===== src/rtl/strobe_period_monitor.sv =====
// Receive-side checker for a periodic strobe. Measures the clk-cycle distance
// between consecutive rising edges, compares it with an expected period and
// reports lock, bad periods and missing strobes.
//
// Handshake: period_vld is a single-cycle qualifier with no ready; period is
// valid while period_vld is high and holds its value until the next update.
module strobe_period_monitor #(
  parameter int EXPECTED   = 100,
  parameter int TOLERANCE  = 0,
  parameter int LOCK_COUNT = 4,
  parameter int CNT_WIDTH  = 32
) (
  input  logic                 clk,
  input  logic                 rst,
  input  logic                 enable,
  input  logic                 strobe_in,
  input  logic                 clear_err,
  output logic [CNT_WIDTH-1:0] period,
  output logic                 period_vld,
  output logic                 locked,
  output logic                 error,
  output logic                 missing,
  output logic [7:0]           err_count,
  output logic [1:0]           state_dbg
);

  typedef enum logic [1:0] {
    IDLE    = 2'd0,
    ARM     = 2'd1,
    MEASURE = 2'd2
  } state_t;

  localparam logic [CNT_WIDTH-1:0] EXP_C = CNT_WIDTH'(EXPECTED);
  localparam logic [CNT_WIDTH-1:0] TOL_C = CNT_WIDTH'(TOLERANCE);
  localparam logic [CNT_WIDTH-1:0] TMO_C = CNT_WIDTH'(2 * EXPECTED + TOLERANCE);
  localparam logic [3:0]           LOCK_C = 4'(LOCK_COUNT);

  state_t               state;
  logic [CNT_WIDTH-1:0] cnt;
  logic [3:0]           good;
  logic                 strobe_d;

  logic                 rise;
  logic [CNT_WIDTH-1:0] meas;
  logic                 in_tol;
  logic                 timeout;
  logic [3:0]           good_inc;
  logic                 err_evt;

  assign state_dbg = state;

  // Rising edge of the strobe and the interval it closes (cnt counts from 0).
  assign rise    = strobe_in & ~strobe_d;
  assign meas    = cnt + CNT_WIDTH'(1);
  assign in_tol  = (meas >= EXP_C) ? ((meas - EXP_C) <= TOL_C)
                                   : ((EXP_C - meas) <= TOL_C);
  assign timeout = (meas == TMO_C);
  assign good_inc = (good == LOCK_C) ? good : good + 4'd1;

  // An error event is a bad period or a timeout while measuring.
  assign err_evt = enable && (state == MEASURE) &&
                   ((rise && !in_tol) || (!rise && timeout));

  // Edge detect, measurement FSM, lock tracking and sticky error reporting.
  always_ff @(posedge clk or negedge rst) begin
    if (!rst) begin
      state      <= IDLE;
      cnt        <= '0;
      good       <= '0;
      strobe_d   <= 1'b0;
      period     <= '0;
      period_vld <= 1'b0;
      locked     <= 1'b0;
      error      <= 1'b0;
      missing    <= 1'b0;
      err_count  <= '0;
    end else begin
      strobe_d   <= strobe_in;
      period_vld <= 1'b0;
      missing    <= 1'b0;

      if (!enable) begin
        state  <= IDLE;
        cnt    <= '0;
        good   <= '0;
        locked <= 1'b0;
      end else begin
        case (state)
          IDLE: state <= ARM;
          ARM: begin
            // The partial interval before the first edge is discarded.
            if (rise) begin
              cnt   <= '0;
              state <= MEASURE;
            end
          end
          MEASURE: begin
            if (rise) begin
              period     <= meas;
              period_vld <= 1'b1;
              cnt        <= '0;
              if (in_tol) begin
                good   <= good_inc;
                locked <= (good_inc == LOCK_C);
              end else begin
                good   <= '0;
                locked <= 1'b0;
              end
            end else if (timeout) begin
              missing <= 1'b1;
              good    <= '0;
              locked  <= 1'b0;
              cnt     <= '0;
              state   <= ARM;
            end else begin
              cnt <= meas;
            end
          end
          default: state <= IDLE;
        endcase
      end

      // A same-cycle error event beats clear_err and restarts the count at 1.
      if (err_evt) begin
        error     <= 1'b1;
        err_count <= clear_err ? 8'd1
                   : ((err_count == 8'd255) ? err_count : err_count + 8'd1);
      end else if (clear_err) begin
        error     <= 1'b0;
        err_count <= '0;
      end
    end
  end

endmodule

===== config.mk =====
export PLATFORM = sky130hd
export DESIGN_NAME = strobe_period_monitor
export DESIGN_NICKNAME = d
export VERILOG_FILES = /design/src/rtl/strobe_period_monitor.sv
export SDC_FILE = /design/constraint.sdc
export NUM_CORES = 1
export LEC_CHECK = 0
export BUFFER_PORTS_ARGS = -buffer_cell sky130_fd_sc_hd__buf_2
export CORE_UTILIZATION = 63
export DETAILED_ROUTE_END_ITERATION = 12
export PLACE_DENSITY = 0.84
export SLEW_MARGIN = 30
export SYNTH_ARGS = -nofsm -noshare
export SYNTH_HDL_FRONTEND = slang
export SYNTH_SLANG_ARGS = --single-unit

===== constraint.sdc =====
create_clock -name clk -period 9.7 [get_ports clk]
set_input_delay 0.97 -clock clk [delete_from_list [all_inputs] [get_ports clk]]
set_output_delay 0.97 -clock clk [all_outputs]
set_load 0.01 [all_outputs]

==> Yosys cells after proc, flatten, opt, wreduce, memory -nomap -nowiden <==
Index checks and enable logic that the tools add are counted.
{ "totals": {"register_bits": 83, "in_bits": 5, "output_inout_bits": 46, "elab_cells": 82} }
{ "op_classes": {"add_sub_neg": 5, "magnitude_cmp": 3, "eq_ne": 13, "muxes": 35, "n_bitwise": 2, "n_reduce_logical": 14} }
{ "op_table": {"columns": ["op", "count"], "rows": [
  ["32-bit 2-to-1 mux", 4],
  ["32-bit by 1-bit less-or-equal comparator with 1-bit output (second input constant)", 2],
  ["32-bit case mux with 2 select lines", 1],
  ["32-bit by 1-bit adder with 32-bit output (second input constant)", 1],
  ["32-bit by 8-bit == test with 1-bit output (second input constant)", 1],
  ["32-bit by 7-bit greater-or-equal comparator with 1-bit output (second input constant)", 1],
  ["8-bit 2-to-1 mux", 4],
  ["32-bit by 7-bit subtractor with 32-bit output (second input constant)", 1],
  ["7-bit by 32-bit subtractor with 32-bit output (first input constant)", 1],
  ["4-bit 2-to-1 mux", 6],
  ["1-bit 2-to-1 mux", 15],
  ["3-bit != test (second input constant)", 3],
  ["8-bit by 1-bit adder with 8-bit output (second input constant)", 1],
  ["4-bit by 3-bit == test with 1-bit output (second input constant)", 2],
  ["8-bit == test (second input constant)", 1],
  ["2-bit 2-to-1 mux", 4],
  ["3-bit by 1-bit != test with 1-bit output (second input constant)", 2],
  ["2-bit case mux with 3 select lines", 1],
  ["2-bit AND reduction", 3],
  ["3-bit AND reduction", 2],
  ["4-bit by 1-bit adder with 4-bit output (second input constant)", 1],
  ["1-bit logical AND", 4],
  ["2-bit by 1-bit == test with 1-bit output (second input constant)", 1],
  ["2-bit == test (second input constant)", 1],
  ["other kinds (8)", 9]
]} }

==> Depth between registers and ports, before layout <==
Gate-level depths: netlist (run 1).
{ "depth": {"word_depth": 10, "depth_mapped": 13, "ltp_nobuf": 12} }

==> Worst setup path after synthesis (run 1) <==
Ideal clock, no wire load.
{ "synth_path": {"path_kind": "flip-flop to flip-flop", "start": "register cnt[0]", "end": "register good[2]", "setup_time_ns": 0.065, "t_arrival_ns": 3.690, "required_ns": 9.635, "path_slack_ns": 5.945, "path_stages_with_launch": 12, "n_path_buf": 0, "synth_period_minus_slack_ns": 3.755, "cell_sequence": "dfrtp_1 -> ha_1 -> nand3_1 -> nor3_1 -> nand4_1 -> xor2_1 -> nand4b_1 -> or4b_1 -> or4_4 -> o41a_1 -> a2111oi_2 -> a211o_1"} }
{ "synth_between": {"elab_chain_cells": 8, "elab_cells_between_ends": 14, "classes_between": "3 x add/sub; 3 x order compare; 2 x eq/ne; 5 x mux; 1 x reduce/logical"} }
{ "synth_rtl": {"columns": ["item", "line_no", "source"], "rows": [
  ["start, declared", "39", "logic [CNT_WIDTH-1:0] cnt;"],
  ["start signal, assigned", "116", "cnt <= meas;"],
  ["32-bit by 1-bit adder with 32-bit output (*)", "54", "assign meas = cnt + CNT_WIDTH'(1);"],
  ["7-bit by 32-bit subtractor with 32-bit output / 32-bit by 7-bit subtractor with 32-bit output (equally long branches)", "56, 55", null],
  ["32-bit by 1-bit less-or-equal comparator with 1-bit output, on equally long branches", "56, 55", null],
  ["1-bit 2-to-1 mux", "55", "assign in_tol = (meas >= EXP_C) ? ((meas - EXP_C) <= TOL_C)"],
  ["4-bit 2-to-1 mux", "102", "if (in_tol) begin"],
  ["4-bit 2-to-1 mux", "98", "if (rise) begin"],
  ["4-bit 2-to-1 mux", "88", "case (state)"],
  ["4-bit 2-to-1 mux", "82", "if (!enable) begin"],
  ["end signal, assigned", "103", "good <= good_inc;"],
  ["end, declared", "40", "logic [3:0] good;"]
]} }
Mark *: on every way between the ends. The rest lies on a longest branch, timed or not. The select of a mux whose other input is x is not followed.
A chain may end at the register's enable or synchronous reset.

==> Worst setup path after layout (run 1) <==
Ends and elaborated chain as after synthesis.

==> impl_metrics.tcl, run 1 <==
set metrics [dict create \
    synth_cells 595 \
    layout_commonest_cell "dfrtp_1" \
    max_stage_delay_ns 0.77 \
    wl_per_cell_microns 18.4 \
    syn_to_final_growth_pct 7.54 \
    wl_microns 13300 \
    initial_core_util_pct 66.4 \
    synth_cell_type_count 72 \
    cts_max_path_buffers 2 \
    post-cts-setup-buffer-count 0 \
    die_h_microns 92.9 \
    fp.dieW_microns 92.9 \
    remaining_drc_errors 0 \
    ant_nets 0 \
    p_leak_nw 2.39 \
    grt_pass1_vias 4344 \
    nNetsFinal 625 \
    pin_count 51 \
    drive_gt1_share_pct 15.1 \
    synth_enable_flop_cells 0 \
    firstDrtPassIters 5 \
    dp_cells 707 \
    slew_headroom_pct 41.8 \
    grt_use_total_pct 32.5 \
    fillers 633 \
    hold_path.class "register to register" \
    slew_viol_final 0 \
    antenna_found_initial 0 \
    layout_common_cells "dfrtp_1 (83), nand2_1 (80), o21ai_0 (72), buf_2 (49), nor2_1 (31)" \
    fin_skew_ns 0.00831 \
    hold_viol 0 \
    syn_avg_cell_area_sq_um 8.75 \
    diodes 0 \
    top_layer "met4" \
    power_density_mw_per_mm2 108 \
    worst-endpoint-arrival_ns 5.27 \
    grt_pass1_wl_microns 21700 \
    wl_met1_microns 5730 \
    via_per_inst 6.57 \
    cts_resized 0 \
    portBuffers 50 \
    core_sq_mm 0.00785 \
    crit_path_end_kind "register" \
    critPathMaxFanout 15 \
    root_buffer "clkbuf_8" \
    cp_cell_sequence "ha_1 > nand3_1 > nor3_1 > nand4_1 > xor2_1 > nand4b_1 > or4b_1 > or4_4 > o41a_1 > a2111oi_2 > a211o_1" \
    grt_max_degree 84 \
    rows 32 \
    grt_overflow_total 0 \
    post-route-period-util_pct 51.1 \
    wl_met2_microns 6200 \
    criticalPathCategory "register to register" \
    crit_required_ns 10.01 \
    clk_pin_slew_ns 0.09 \
    tightest_slew_ns 0.867 \
    critPathTopFamily "simple AND/OR/NAND/NOR gates" \
    synth_nets 604 \
    synth.area.top_cells "dfrtp_1 (40%), o21ai_0 (7.0%), nand2_1 (5.8%)" \
    cp_slowest_cell "nor3_1" \
    status "completed" \
    cts_tree "done" \
    cts_made_buffers 9 \
    synth_seq_cells 83 \
    setup_viol 0 \
    rsz0062_at_grt "no" \
    first_iter_violations 354 \
    synthFlopType "dfrtp_1" \
    insertion_delay_ns 0.36 \
    seq_area_frac_synth_pct 39.9 \
    place_congestion 0.919 \
    fmax_mhz 202 \
    wl_met3_microns 1060 \
    p_total_uw 606 \
    ys.warnings.count 0 \
    netlist_area_sq_mm 0.00521 \
    dieArea_sq_mm 0.00864 \
    vdd_drop_max_mv 0.0857 \
    cap_violations 0 \
    htree_levels 3 \
    fin_util_pct 71.4 \
    period_minus_slack_ns 4.96 \
    instances_no_fill 723 \
    finalSetupTns_ns 0 \
    hpwl_microns 9470 \
    ctsHoldBuffers 0 \
    ys_async_sr_fraction_pct 100 \
    via_count 4751 \
    synth_area_leader_cell "dfrtp_1" \
    yosys.area.top_type_share_pct 39.9 \
    cts_sinks 83 \
    cp-start-kind "register" \
    worst-path-buf-inv 0 \
]
## area by class of cell
cell class | count | area, sq um | area share (%)
well taps | 102 | 128 | 2.28
inverters | 13 | 48.8 | 0.871
repair buffers | 51 | 264 | 4.71
multi-input cells | 458 | 2910 | 51.9
clock inverters | 7 | 53.8 | 0.960
flip-flops and latches | 83 | 2080 | 37.1
clock buffers | 9 | 124 | 2.21
## report_power, final
part | leakage, nW | total (mW) | internal [mW] | switching, mW
registers | 1.15 | 0.350 | 0.348 | 0.00218
clock network | 0.0871 | 0.229 | 0.0946 | 0.134
logic | 1.15 | 0.0265 | 0.00638 | 0.0201
## Yosys cell counts (3+ instances only)
cell / count
a211oi_1: 5
nand3_1: 26
a22o_1: 6
and3_1: 15
mux2i_1: 5
mux2_2: 7
nor4_1: 9
nor2b_1: 15
buf_4: 6
nor2_1: 31
xor2_1: 14
inv_1: 12
xnor2_1: 22
ha_1: 4
nand4b_1: 5
and2_1: 7
a21boi_0: 3
and4_1: 6
or4_1: 3
buf_2: 7
clkbuf_1: 25
nand4_1: 24
nor3_1: 11
o31ai_1: 10
nand2_1: 80
dfrtp_1: 83
or3_1: 5
a21oi_1: 12
o41ai_1: 7
nand2b_1: 3
o21ai_0: 73
## layer usage
metal,vias to the layer above,global-route usage (%)
li1,2214,-
met1,2253,45.2
met2,248,50.2
met3,36,5.67
met4,0,13.5
met5,-,0
## per-stage QoR
stage               area, sq um  hold WS [ns]  worst slack [ns]
floorplan                  5210         0.469              5.95
global placement           5410         0.455              5.12
detailed placement         5420         0.466              4.87
CTS                        5590         0.486              4.84
global route               5600         0.506              4.34
finish                     5600         0.478              4.74
## cells by family (layout without fill, tap and decap cells)
family                     count (synthesis)  count (layout)  synth area share (%)
buffers and inverters                     54              80                  4.64
adders and majority gates                  4               4                 0.961
AOI/OAI and AO/OA                        143             143                  18.2
xor gates and xnor gates                  36              36                  6.05
muxes                                     12              12                  2.47
DFF                                       83              83                  39.9
and+or+nand+nor                          263             263                  27.8
## flip-flops by register name, indices dropped and copies added, names as in the netlist
register,count
cnt,32
period_vld,1
error,1
state_dbg,2
missing,1
period,32
locked,1
err_count,8
good,4
strobe_d,1
## final timing paths
| check | from | endpoint | slack (ns) | cells past startpoint |
|---|---|---|---|---|
| max | cnt[0]$_DFFE_PN0P_ | good[2]$_DFFE_PN0P_ | 4.74 | 11 |
| max reg2reg | cnt[0]$_DFFE_PN0P_ | good[2]$_DFFE_PN0P_ | 4.74 | 11 |
| min | period[6]$_DFFE_PN0P_ | period[6]$_DFFE_PN0P_ | 0.48 | 2 |
| max in group asynchronous | rst | cnt[14]$_DFFE_PN0P_ | 8.50 | 1 |
| min in group asynchronous | rst | period[6]$_DFFE_PN0P_ | 0.63 | 1 |
| min reg2reg | period[6]$_DFFE_PN0P_ | period[6]$_DFFE_PN0P_ | 0.48 | 2 |
## tightest hold or removal path, stage by stage, from the launching register on
cell,delay [ns]
dfrtp_1,0.35
nand2_1,0.04
o21ai_0,0.05
(Power assumes the default switching activity.)
==> run 2, diff against run 1 <==
- CORE_UTILIZATION: 63 -> 60
- PLACE_DENSITY: 0.84 -> 0.81
- clock period: 9.7 -> 4.6 ns (I/O delays scaled with it)
==> impl_metrics.tcl, run 2 (synthesis results as in run 1) <==
set metrics [dict create \
    status "completed" \
    instances_no_fill 748 \
    wl_microns 13800 \
    cts_resized 0 \
    fin_skew_ns 0.0101 \
    path_common_cell "or4_1" \
    crit_path_end_kind "register" \
    reg.largest.list "cnt x32, period x32, err_count x8" \
    cp_cell_sequence "and4_1 > nand4_2 > nor3_1 > xnor2_1 > nand4_1 > or4_1 > or4_1 > o31ai_1 > a211o_1 > mux2_2" \
    tightest_slew_ns 0.799 \
    cts_made_buffers 9 \
    pin_count 51 \
    fin_util_pct 69.6 \
    combPwrFrac_pct 4.3 \
    worst-endpoint-arrival_ns 4.56 \
    diodes 0 \
    vdd_drop_max_mv 0.133 \
    layout_common_cells "dfrtp_1 (83), nand2_1 (80), o21ai_0 (72), buf_2 (49), nor2_1 (31)" \
    power_density_mw_per_mm2 226 \
    grt_pass1_wl_microns 22300 \
    hold_path.class "primary input to async pin" \
    max_stage_delay_ns 0.61 \
    place_congestion 1.02 \
    fillers 657 \
    initial_core_util_pct 62.8 \
    htree_levels 3 \
    placed_cell_area_sq_mm 0.00559 \
    fp.dieW_microns 95.2 \
    cts_tree "done" \
    remaining_drc_errors 0 \
    power.clock.fraction_pct 39.1 \
    slew_headroom_pct 46.7 \
    post-cts-setup-buffer-count 0 \
    antenna_found_initial 0 \
    period_minus_slack_ns 4.30 \
    intPower_uw 965 \
    first_iter_violations 506 \
    netSwitchingFraction_pct 26.0 \
    cp_slowest_cell "nor3_1" \
    ctsHoldBuffers 0 \
    die_h_microns 95.2 \
    via_per_inst 6.60 \
    finalSetupTns_ns 0 \
    cts_sinks 83 \
    root_buffer "clkbuf_8" \
    grt_use_total_pct 32.0 \
    slew_viol_final 0 \
    hpwl_microns 9790 \
    grt_pass1_vias 4592 \
    syn_to_final_growth_pct 10.8 \
    nNetsFinal 647 \
    p_leak_nw 2.50 \
    cts_max_path_buffers 2 \
    cp-start-kind "register" \
    insertion_delay_ns 0.37 \
    wl_per_cell_microns 18.4 \
    via_count 4940 \
    layout_commonest_cell "dfrtp_1" \
    grt_max_degree 84 \
    dp_cells 732 \
    ant_nets 0 \
    dieArea_sq_mm 0.00906 \
    crit_required_ns 4.86 \
    rows 33 \
    post-route-period-util_pct 93.5 \
    criticalPathCategory "register to register" \
    rsz0062_at_grt "no" \
    setup_viol 0 \
    fmax_mhz 233 \
    power_switching_uw 339 \
    hold_viol 0 \
    core_sq_mm 0.00830 \
    clk_pin_slew_ns 0.09 \
    firstDrtPassIters 7 \
    post-route-cell-area_sq_mm 0.00577 \
    pwr-share-seq_pct 56.6 \
    drive_gt1_share_pct 18.0 \
    critPathMaxFanout 11 \
    cap_violations 0 \
    grt_overflow_total 0 \
    portBuffers 50 \
]
[run 2: cell types whose count changed in the layout (fill, tap and decap cells not counted)]
cell / delta
clkinv_2: -1
clkinv_4: +1
nand3_4: -1
clkinvlp_4: -1
nand3_2: +1
buf_4: +22
clkbuf_8: +1
[run 2: final timing paths]
kind | start | slack [ns] | endpoint | cells past startpoint
setup / recovery | cnt[3]$_DFFE_PN0P_ | 0.30 | err_count[7]$_DFFE_PN0P_ | 10
hold / removal | rst | 0.1 | period[7]$_DFFE_PN0P_ | 1
setup reg to reg | cnt[3]$_DFFE_PN0P_ | 0.30 | err_count[7]$_DFFE_PN0P_ | 10
hold reg to reg | period[9]$_DFFE_PN0P_ | 0.48 | period[9]$_DFFE_PN0P_ | 2
max in group asynchronous | rst | 3.94 | cnt[19]$_DFFE_PN0P_ | 1
min in group clk | strobe_in | 0.21 | strobe_d$_DFF_PN0_ | 1
[run 2: metal layers]
metal / part of all wire [%] / vias up / global-route usage, %
met3: 8.0 / 35 / 5.10
li1: - / 2252 / -
met5: 0 / - / 0
met4: 2.0 / 0 / 10.7
met2: 47 / 258 / 51.3
met1: 43 / 2395 / 43.9
[run 2: critical path, delay by kind of cell, from the launching register on]
kind                      cells  cell delay, ns
AOI/OAI and AO/OA             2            0.61
xor gates and xnor gates      1            0.29
DFF                           1            0.58
muxes                         1            0.32
and+or+nand+nor               6            2.38
[run 2: metrics by stage]
stage / hold slack [ns] / power (mW) / setup WS (ns)
global placement: 0.454 / 0.807 / 0.544
global route: 0.166 / 1.35 / 0.0655
finish: 0.0975 / 1.30 / 0.300
floorplan: 0.164 / 0.778 / 0.845
CTS: 0.159 / 1.30 / 0.377
detailed placement: 0.465 / 0.809 / 0.394
[run 2: area by class of cell]
cell class / count / area, sq um / area share, %
repair buffers: 73 / 429 / 7.43
multi-input cells: 458 / 2900 / 50.2
clock buffers: 10 / 138 / 2.38
inverters: 13 / 48.8 / 0.845
flip-flops and latches: 83 / 2080 / 36.0
well taps: 105 / 131 / 2.28
clock inverters: 6 / 50.0 / 0.867
[run 2: power groups by stage]
stage	logic (mW)	clock network [mW]	registers (mW)
after floorplan	0.0225	0	0.755
after global placement	0.0545	0	0.752
after detailed placement	0.0560	0	0.753
after CTS	0.0564	0.510	0.738
after global routing	0.0630	0.552	0.739
final	0.0558	0.510	0.738
